**src/rtl/rx_frame_meter.sv**
```systemverilog
// XGMII RX measurement stage: parses generator test frames, measures one-way latency and
// accumulates per-second frame/byte counts for the PCI user registers.
module rx_frame_meter #(
  parameter logic [31:0] MAGIC_CODE = 32'h5a5a_a5a5
) (
  input  logic        sys_clk,
  input  logic        sys_rst,
  input  logic [63:0] xgmii_rxd,
  input  logic [7:0]  xgmii_rxc,
  input  logic        sec_oneshot,
  input  logic [31:0] global_counter,
  output logic [31:0] rx_pps,
  output logic [31:0] rx_throughput,
  output logic [23:0] rx_latency,
  output logic [31:0] rx_ipv4_ip
);

  typedef enum logic [1:0] {StIdle, StRecv, StDiscard} state_e;

  state_e      state_q, state_d;
  logic [3:0]  widx_q, widx_d;
  logic [31:0] len_q, len_d;
  logic        hdr_ok_q, hdr_ok_d;
  logic [31:0] dst_q, dst_d;
  logic [31:0] ts_q, ts_d;
  logic [31:0] arr_q, arr_d;

  logic        commit_q, commit_d;
  logic        commit_test_q, commit_test_d;
  logic [31:0] commit_len_q, commit_len_d;
  logic [31:0] commit_ip_q, commit_ip_d;
  logic [23:0] commit_lat_q, commit_lat_d;

  logic [31:0] pps_cnt_q, byte_cnt_q;
  logic [31:0] pps_next, bytes_next;
  logic [32:0] pps_sum, byte_sum;
  logic [31:0] rx_pps_q, rx_throughput_q, rx_ipv4_ip_q;
  logic [23:0] rx_latency_q;

  logic        sof;
  logic        has_ctrl;
  logic [2:0]  ctrl_lane;
  logic [7:0]  ctrl_byte;
  logic [31:0] diff;

  assign sof      = (xgmii_rxc == 8'h01) && (xgmii_rxd[7:0] == 8'hfb);
  assign has_ctrl = |xgmii_rxc;
  assign diff     = arr_q - ts_q;

  // Lowest control lane decides how the frame ends.
  always_comb begin
    ctrl_lane = 3'd0;
    ctrl_byte = 8'h00;
    for (int k = 7; k >= 0; k--) begin
      if (xgmii_rxc[k]) begin
        ctrl_lane = 3'(k);
        ctrl_byte = xgmii_rxd[8*k +: 8];
      end
    end
  end

  always_comb begin
    state_d       = state_q;
    widx_d        = widx_q;
    len_d         = len_q;
    hdr_ok_d      = hdr_ok_q;
    dst_d         = dst_q;
    ts_d          = ts_q;
    arr_d         = arr_q;
    commit_d      = 1'b0;
    commit_test_d = 1'b0;
    commit_len_d  = len_q + 32'(ctrl_lane);
    commit_ip_d   = dst_q;
    commit_lat_d  = (diff[31:24] != 8'h00) ? 24'hffffff : diff[23:0];

    if (sof) begin
      state_d  = StRecv;
      widx_d   = 4'd1;
      len_d    = 32'd0;
      hdr_ok_d = 1'b1;
    end else begin
      case (state_q)
        StRecv: begin
          case (widx_q)
            4'd2: begin
              if (xgmii_rxd[47:32] != 16'h0008 || xgmii_rxd[55:48] != 8'h45) hdr_ok_d = 1'b0;
            end
            4'd3: if (xgmii_rxd[63:56] != 8'h11) hdr_ok_d = 1'b0;
            4'd4: dst_d[31:16] = {xgmii_rxd[55:48], xgmii_rxd[63:56]};
            4'd5: dst_d[15:0] = {xgmii_rxd[7:0], xgmii_rxd[15:8]};
            4'd6: begin
              if ({xgmii_rxd[23:16], xgmii_rxd[31:24], xgmii_rxd[39:32], xgmii_rxd[47:40]}
                  != MAGIC_CODE) hdr_ok_d = 1'b0;
              ts_d[31:16] = {xgmii_rxd[55:48], xgmii_rxd[63:56]};
              arr_d       = global_counter;
            end
            4'd7: ts_d[15:0] = {xgmii_rxd[7:0], xgmii_rxd[15:8]};
            default: ;
          endcase

          if (has_ctrl) begin
            if (ctrl_byte == 8'hfd) begin
              state_d       = StIdle;
              commit_d      = 1'b1;
              // Index 8 means words 1..7 arrived complete, so all header fields are valid.
              commit_test_d = hdr_ok_q && (widx_q == 4'd8);
            end else begin
              state_d = StDiscard;
            end
          end else begin
            len_d  = len_q + 32'd8;
            widx_d = (widx_q == 4'd8) ? 4'd8 : widx_q + 4'd1;
          end
        end
        StDiscard: if (xgmii_rxc == 8'hff) state_d = StIdle;
        default: ;
      endcase
    end
  end

  assign pps_sum  = {1'b0, pps_cnt_q} + 33'd1;
  assign byte_sum = {1'b0, byte_cnt_q} + {1'b0, commit_len_q};

  always_comb begin
    pps_next   = pps_cnt_q;
    bytes_next = byte_cnt_q;
    if (commit_q) begin
      pps_next   = pps_sum[32] ? 32'hffff_ffff : pps_sum[31:0];
      bytes_next = byte_sum[32] ? 32'hffff_ffff : byte_sum[31:0];
    end
  end

  always_ff @(posedge sys_clk) begin
    if (sys_rst) begin
      state_q         <= StIdle;
      widx_q          <= 4'd0;
      len_q           <= 32'd0;
      hdr_ok_q        <= 1'b0;
      dst_q           <= 32'd0;
      ts_q            <= 32'd0;
      arr_q           <= 32'd0;
      commit_q        <= 1'b0;
      commit_test_q   <= 1'b0;
      commit_len_q    <= 32'd0;
      commit_ip_q     <= 32'd0;
      commit_lat_q    <= 24'd0;
      pps_cnt_q       <= 32'd0;
      byte_cnt_q      <= 32'd0;
      rx_pps_q        <= 32'd0;
      rx_throughput_q <= 32'd0;
      rx_latency_q    <= 24'd0;
      rx_ipv4_ip_q    <= 32'd0;
    end else begin
      state_q       <= state_d;
      widx_q        <= widx_d;
      len_q         <= len_d;
      hdr_ok_q      <= hdr_ok_d;
      dst_q         <= dst_d;
      ts_q          <= ts_d;
      arr_q         <= arr_d;
      commit_q      <= commit_d;
      commit_test_q <= commit_test_d;
      commit_len_q  <= commit_len_d;
      commit_ip_q   <= commit_ip_d;
      commit_lat_q  <= commit_lat_d;

      // A commit landing on the second boundary belongs to the window being reported.
      if (sec_oneshot) begin
        rx_pps_q        <= pps_next;
        rx_throughput_q <= bytes_next;
        pps_cnt_q       <= 32'd0;
        byte_cnt_q      <= 32'd0;
      end else begin
        pps_cnt_q  <= pps_next;
        byte_cnt_q <= bytes_next;
      end

      if (commit_q && commit_test_q) begin
        rx_latency_q <= commit_lat_q;
        rx_ipv4_ip_q <= commit_ip_q;
      end
    end
  end

  assign rx_pps        = rx_pps_q;
  assign rx_throughput = rx_throughput_q;
  assign rx_latency    = rx_latency_q;
  assign rx_ipv4_ip    = rx_ipv4_ip_q;

endmodule

```
**config.mk**
```make
export PLATFORM = sky130hd
export DESIGN_NAME = rx_frame_meter
export DESIGN_NICKNAME = d
export VERILOG_FILES = /design/src/rtl/rx_frame_meter.sv
export SDC_FILE = /design/constraint.sdc
export NUM_CORES = 1
export LEC_CHECK = 0
export CAP_MARGIN = 15
export CORE_ASPECT_RATIO = 1.4
export CORE_MARGIN = 2
export CORE_UTILIZATION = 35
export CTS_BUF_LIST = sky130_fd_sc_hd__clkbuf_4
export CTS_CLUSTER_SIZE = 40
export DETAILED_ROUTE_END_ITERATION = 6
export GPL_TIMING_DRIVEN = 1
export HOLD_SLACK_MARGIN = 0.08
export PLACE_DENSITY = 0.61
export SLEW_MARGIN = 20
export SYNTH_ARGS = -nofsm -noshare
export SYNTH_HDL_FRONTEND = slang
export SYNTH_SLANG_ARGS = --single-unit
export TNS_END_PERCENT = 1
```
**constraint.sdc**
```tcl
create_clock -name sys_clk -period 6.8 [get_ports sys_clk]
set_input_delay 1.36 -clock sys_clk [delete_from_list [all_inputs] [get_ports sys_clk]]
set_output_delay 1.36 -clock sys_clk [all_outputs]
set_load 0.03 [all_outputs]
```
== After elaboration in Yosys (flattened, before gate mapping) ==
Cells that the tools add are included.
Storage, ports and cells
  bits of input ports: 107
  output and inout bits: 120
  word-level logic and storage cells: 117
  register bits: 409
Operators by class
  add/sub/neg operators: 6
  mux-type cells: 37
  equality and inequality tests: 25
  bitwise gates (word level): 4
  reduce and logical (&&, ||, !) cells: 23
Operator list (count)
  $mux W32: 4
  $mux W8: 8
  $add A32 B1 Y33 const B: 1
  $add A32 B32 Y33: 1
  $add A32 B3 Y32: 1
  $add A32 B4 Y32 const B: 1
  $ne A32 B31 Y1 const B: 1
  $sub A32 B32 Y32: 1
  $eq A8 B8 Y1 const B: 3
  $mux W24: 1
  $mux W3: 8
  $reduce_and A3 Y1: 6
  $eq A4 B3 Y1 const B: 4
  $ne A16 B4 Y1 const B: 1
  $ne A3 B3 Y1 const B: 5
  $mux W1: 10
  $eq A4 B2 Y1 const B: 2
  $eq A8 B1 Y1 const B: 1
  $ne A8 B5 Y1 const B: 1
  $ne A8 B7 Y1 const B: 1
  $reduce_bool A8 Y1: 1
  $reduce_or A8 Y1: 1
  $mux W2: 3
  $ne A2 B2 Y1 const B: 3
  18 further kinds: 26

== Longest topological paths before layout ==
  depth after elaboration: 13
  gate-level depth with buffers: 12
  depth with buffers taken out: 11

== Worst setup path after synthesis ==
Ideal clock, no wire load.
  path type: in2reg
  start point: in xgmii_rxc[4]
  end point: reg len_q[21]
  cell stages on the path: 9
  path slack: 3413 ps
  data arrival time: 3317 ps
  required time: 6729 ps
  buffers on the path: 2
  setup time: 71 ps
  path through: clkbuf_1 > nor4_2 > and4b_1 > buf_2 > nand4_2 > nor2_1 > nand3_1 > or3_1 > a21oi_1
Between the ends
  longest elaborated chain between the ends: 3
  elaborated cells between the ends (all ways): 6
  those cells by class: eq/ne: 1; bitwise: 1; reduce/logical: 4
Ends and longest elaborated chain
  from (decl): line 9  | input logic [7:0] xgmii_rxc,
  $eq A8 B1 Y1 / $reduce_or A8 Y1 (equally long branches): line 46, 47
  $logic_and A1 B1 Y1 / $not A1 Y1 (equally long branches)
  $reduce_or A2 Y1 (no line) / $reduce_and A2 Y1 (equally long branches)
  to (signal assigned): line 156  | len_q <= len_d;
  to (decl): line 22  | logic [31:0] len_q, len_d;
Parallel ways exist; a longest one is shown, timed or not.
A chain may end at the register's enable or synchronous reset.

== Final worst setup path ==
  start point: reg ts_q[1]
  end point: reg commit_lat_q[23]
Between the ends
  longest elaborated chain between the ends: 3
Ends and longest elaborated chain
  from (decl): line 25  | logic [31:0] ts_q, ts_d;
  from (signal assigned): line 159  | ts_q <= ts_d;
  $sub A32 B32 Y32 (*): line 48  | assign diff = arr_q - ts_q;
  $reduce_bool A8 Y1: line 74  | commit_lat_d = (diff[31:24] != 8'h00) ? 24'hffffff : diff[23:0];
  $mux W24 (*): line 74
  to (signal assigned): line 165  | commit_lat_q <= commit_lat_d;
  to (decl): line 32  | logic [23:0] commit_lat_q, commit_lat_d;
Every way passes the cells marked *; elsewhere a longest branch is shown, timed or not.

==> flow_summary.json <==
{
  "hold_class": "flip-flop to flip-flop",
  "cts.sinks": 406,
  "port_buffers": 226,
  "design_area_mm2": 0.0226,
  "antenna_found_initial": 1,
  "critPathArrivalTime_ps": 4580,
  "die_y_um": 277,
  "power_frac_seq_pct": 51.8,
  "clk_path_buf_depth": 3,
  "skew_ps": 81.1,
  "ys_seq_area_share_pct": 43.7,
  "crit_start": "ts_q[1]",
  "drt_wl_total_mm": 53.6,
  "syn-num-nets": 2440,
  "yosys.area_share.xor_xnor_pct": 4.61,
  "status": "finished clean",
  "rsz0062_at_grt": "no",
  "yosys.area_share.simple_pct": 23.1,
  "postCtsHoldBufs": 0,
  "p_sw_mw": 1.14,
  "final.min_clock_period_ps": 3900,
  "vias": 16800,
  "h-tree-depth": 3,
  "clock_latency_ps": 880,
  "grt_pass1_wl_mm": 84.5,
  "place.gp.congestion": 0.886,
  "drive_above_1_share_pct": 8.25,
  "root_buffer": "clkbuf_4",
  "path_buf_inv": 1,
  "p_clk_share_pct": 43.9,
  "synth_top_flop_cell": "dfxtp_1",
  "synth-compound-area-share_pct": 18.7,
  "critPathMaxFanout": 24,
  "drv_cap": 0,
  "synth-async-reset-ratio_pct": 0,
  "nNetsFinal": 2647,
  "maxSlewHeadroom_pct": 28.6,
  "netlist_instances": 2260,
  "setup_viol": 0,
  "hpwl_mm": 39.2,
  "die_x_um": 199,
  "swShare_pct": 24.8,
  "crit_slowest_cell": "a221oi_4",
  "drc": 0,
  "power.density_mw_per_mm2": 204,
  "grt_start_max_net_pins": 101,
  "placed_cell_area_mm2": 0.0213,
  "cp_cell_sequence": "inv_1 > ha_1 > nor2b_1 > o31ai_1 > a211oi_1 > o21ai_1 > a21oi_1 > a21bo_2 > a221oi_4 > a41oi_1",
  "critical-path-top-delay-family": "compound AO/OA/AOI/OAI gates",
  "ys_types": 87,
  "die_area_mm2": 0.0551,
  "muxShareOfSynthArea_pct": 0.518,
  "cts-resized-gates": 0,
  "tightest_slew_ps": 1070,
  "viasPerCell": 5.14,
  "p_comb_share_pct": 4.3,
  "drv_slew": 0,
  "finalCoreUtilization_pct": 42.7,
  "internal_power_mw": 3.47,
  "synth_top_family_by_area": "simple AND/OR/NAND/NOR gates",
  "fmax_mhz": 256,
  "drt-wirelength-per-cell_um": 16.4,
  "r2r-start": "ts_q[1]",
  "initial_core_util_pct": 35.2,
  "rows": 100,
  "io_pins": 227,
  "cts.clk_slew.worst_paths_ps": 70,
  "yosys_warnings": 0,
  "grtUsageTotal_pct": 19.3,
  "synthAdderAreaFrac_pct": 4.99,
  "worstPathRequired_ps": 7480,
  "start_kind": "flip-flop",
  "hold_violations": 0,
  "cp-end-kind": "flip-flop",
  "cts_buffers": 101,
  "synth_edf_count": 0,
  "ys_ff_latch": 406,
  "postRouteAntennaNets": 0,
  "p_leak_nw": 8.12,
  "critical_path_class": "flip-flop to flip-flop",
  "syn_avg_cell_area_um2": 8.24,
  "cts_setup_buffers": 0,
  "area_delta_synth_final_pct": 21.4,
  "core_mm2": 0.0529,
  "syn_area_mm2": 0.0186,
  "total_power_mw": 4.62,
  "drtIter0Drc": 938,
  "min_from": "commit_ip_q[12]",
  "tns_ps": 0,
  "ir_drop_mv": 0.123,
  "finalCritPeriodShare_pct": 57.4,
  "grt_pass1_vias": 16200,
  "first_pass_iters": 5,
  "slowest_delay_ps": 880,
  "grt_overflow": 0,
  "cts_tree": "built"
}
[metrics by stage]
stage / setup WS [ps] / hold slack [ps] / instances
3_5_place_dp: 2520 / 425 / 3078
3_3_place_gp: 2610 / 423 / 3078
5_1_grt: 2700 / 449 / 3259
2_1_floorplan: 3410 / 413 / 2260
6_report: 2900 / 424 / 3259
4_1_cts: 2900 / 429 / 3258
[kinds of logic after synthesis]
group                    count (synthesis)
AO/OA/AOI/OAI                          535
XOR/XNOR                                98
adder cells (fa/ha/maj)                 73
buffers and inverters                  210
flip-flops                             406
multiplexers                             9
AND/OR/NAND/NOR                        929
[metal layers]
layer / vias to the layer above / share of wire [%] / global-route usage, %
li1: 8352 / - / -
met1: 7837 / 42 / 22.7
met2: 457 / 50 / 34.0
met3: 104 / 5.2 / 3.14
met4: 0 / 3.2 / 8.78
met5: - / 0 / 0
[area by class of cell]
cell class	instances	area [um2]
Timing Repair Buffer	240	2370
Sequential cell	406	8130
Fill cell	5402	30300
Clock inverter	46	264
Clock buffer	134	1010
Multi-Input combinational cell	1644	9670
Inverter	74	278
Antenna cell	1	2.50
Tap cell	714	893
[power by group through the flow]
stage	sequential [mW]	clock, mW	combinational (mW)
3_5_place_dp	2.44	0	0.200
3_3_place_gp	2.44	0	0.199
4_1_cts	2.39	2.12	0.201
6_report	2.39	2.03	0.199
2_1_floorplan	2.46	0	0.0674
5_1_grt	2.39	2.23	0.212
[flip-flops by register name (all words and copies together) (netlist names), 4 cells and up]
| signal | cells |
|---|---|
| arr_q | 32 |
| byte_cnt_q | 32 |
| commit_ip_d | 32 |
| commit_ip_q | 32 |
| commit_len_q | 32 |
| pps_cnt_q | 32 |
| rx_ipv4_ip | 32 |
| rx_pps | 32 |
| rx_throughput | 32 |
| ts_q | 32 |
| len_q | 29 |
| commit_lat_q | 24 |
| rx_latency | 24 |
| widx_q | 4 |
[cell usage after synthesis (all sizes together), types with 4 or more instances]
cell type | instances | area, um2
nand2 | 418 | 1570
dfxtp | 406 | 8130
a21oi | 251 | 1260
nor2 | 212 | 796
clkbuf | 110 | 413
inv | 73 | 274
ha | 71 | 888
nor2b | 65 | 414
xnor2 | 61 | 534
nand3 | 45 | 225
o21ai | 41 | 205
a211oi | 40 | 300
xor2 | 37 | 324
nand4 | 33 | 213
nor3 | 30 | 155
a21o | 28 | 210
buf | 26 | 144
a41oi | 25 | 219
o221ai | 23 | 201
o22ai | 21 | 131
nand2b | 18 | 113
nor4 | 16 | 121
and3 | 14 | 87.6
o211ai | 13 | 97.6
o31ai | 13 | 116
and2 | 11 | 68.8
o21a | 11 | 82.6
o21bai | 10 | 75.1
or2 | 10 | 65.1
a31oi | 9 | 56.3
and4 | 9 | 78.8
nor4b | 9 | 78.8
nor3b | 8 | 60.1
o32ai | 8 | 115
or3 | 8 | 50.1
a221oi | 7 | 78.8
mux2i | 7 | 70.1
nand4b | 7 | 61.3
nand3b | 6 | 45.0
a311oi | 5 | 50.0
a211o | 4 | 35.0
[worst paths after layout]
kind | end | slack [ps] | depth (start not counted)
worst max-delay path | commit_lat_q[23] | 2900 | 10
worst max register to register | commit_lat_q[23] | 2900 | 10
worst min-delay path | rx_ipv4_ip[12] | 420 | 2
worst min register to register | rx_ipv4_ip[12] | 420 | 2
[cell usage in the layout, fill, tap and decap left out, types with 13 or more instances in the layout]
master / n
a41oi_1: 25
buf_4: 14
nor4_1: 14
o211ai_1: 13
nor3_1: 29
nor2b_1: 64
o22ai_1: 21
ha_1: 71
clkdlybuf4s50_1: 224
nor2_1: 212
clkinv_2: 13
nand2b_1: 18
xnor2_1: 61
inv_1: 72
a21o_1: 28
nand4_1: 32
nand2_1: 416
a211oi_1: 40
nand3_1: 45
clkbuf_4: 134
xor2_1: 37
and3_1: 14
clkinv_1: 27
o221ai_1: 23
dfxtp_1: 405
a21oi_1: 251
o21ai_0: 38
[tightest hold or removal path, stage by stage, from the launching register on]
cell,delay (ps)
dfxtp_1,300
nand2_1,50
a21oi_1,50
Note: power is estimated with default switching activity, not from simulation.
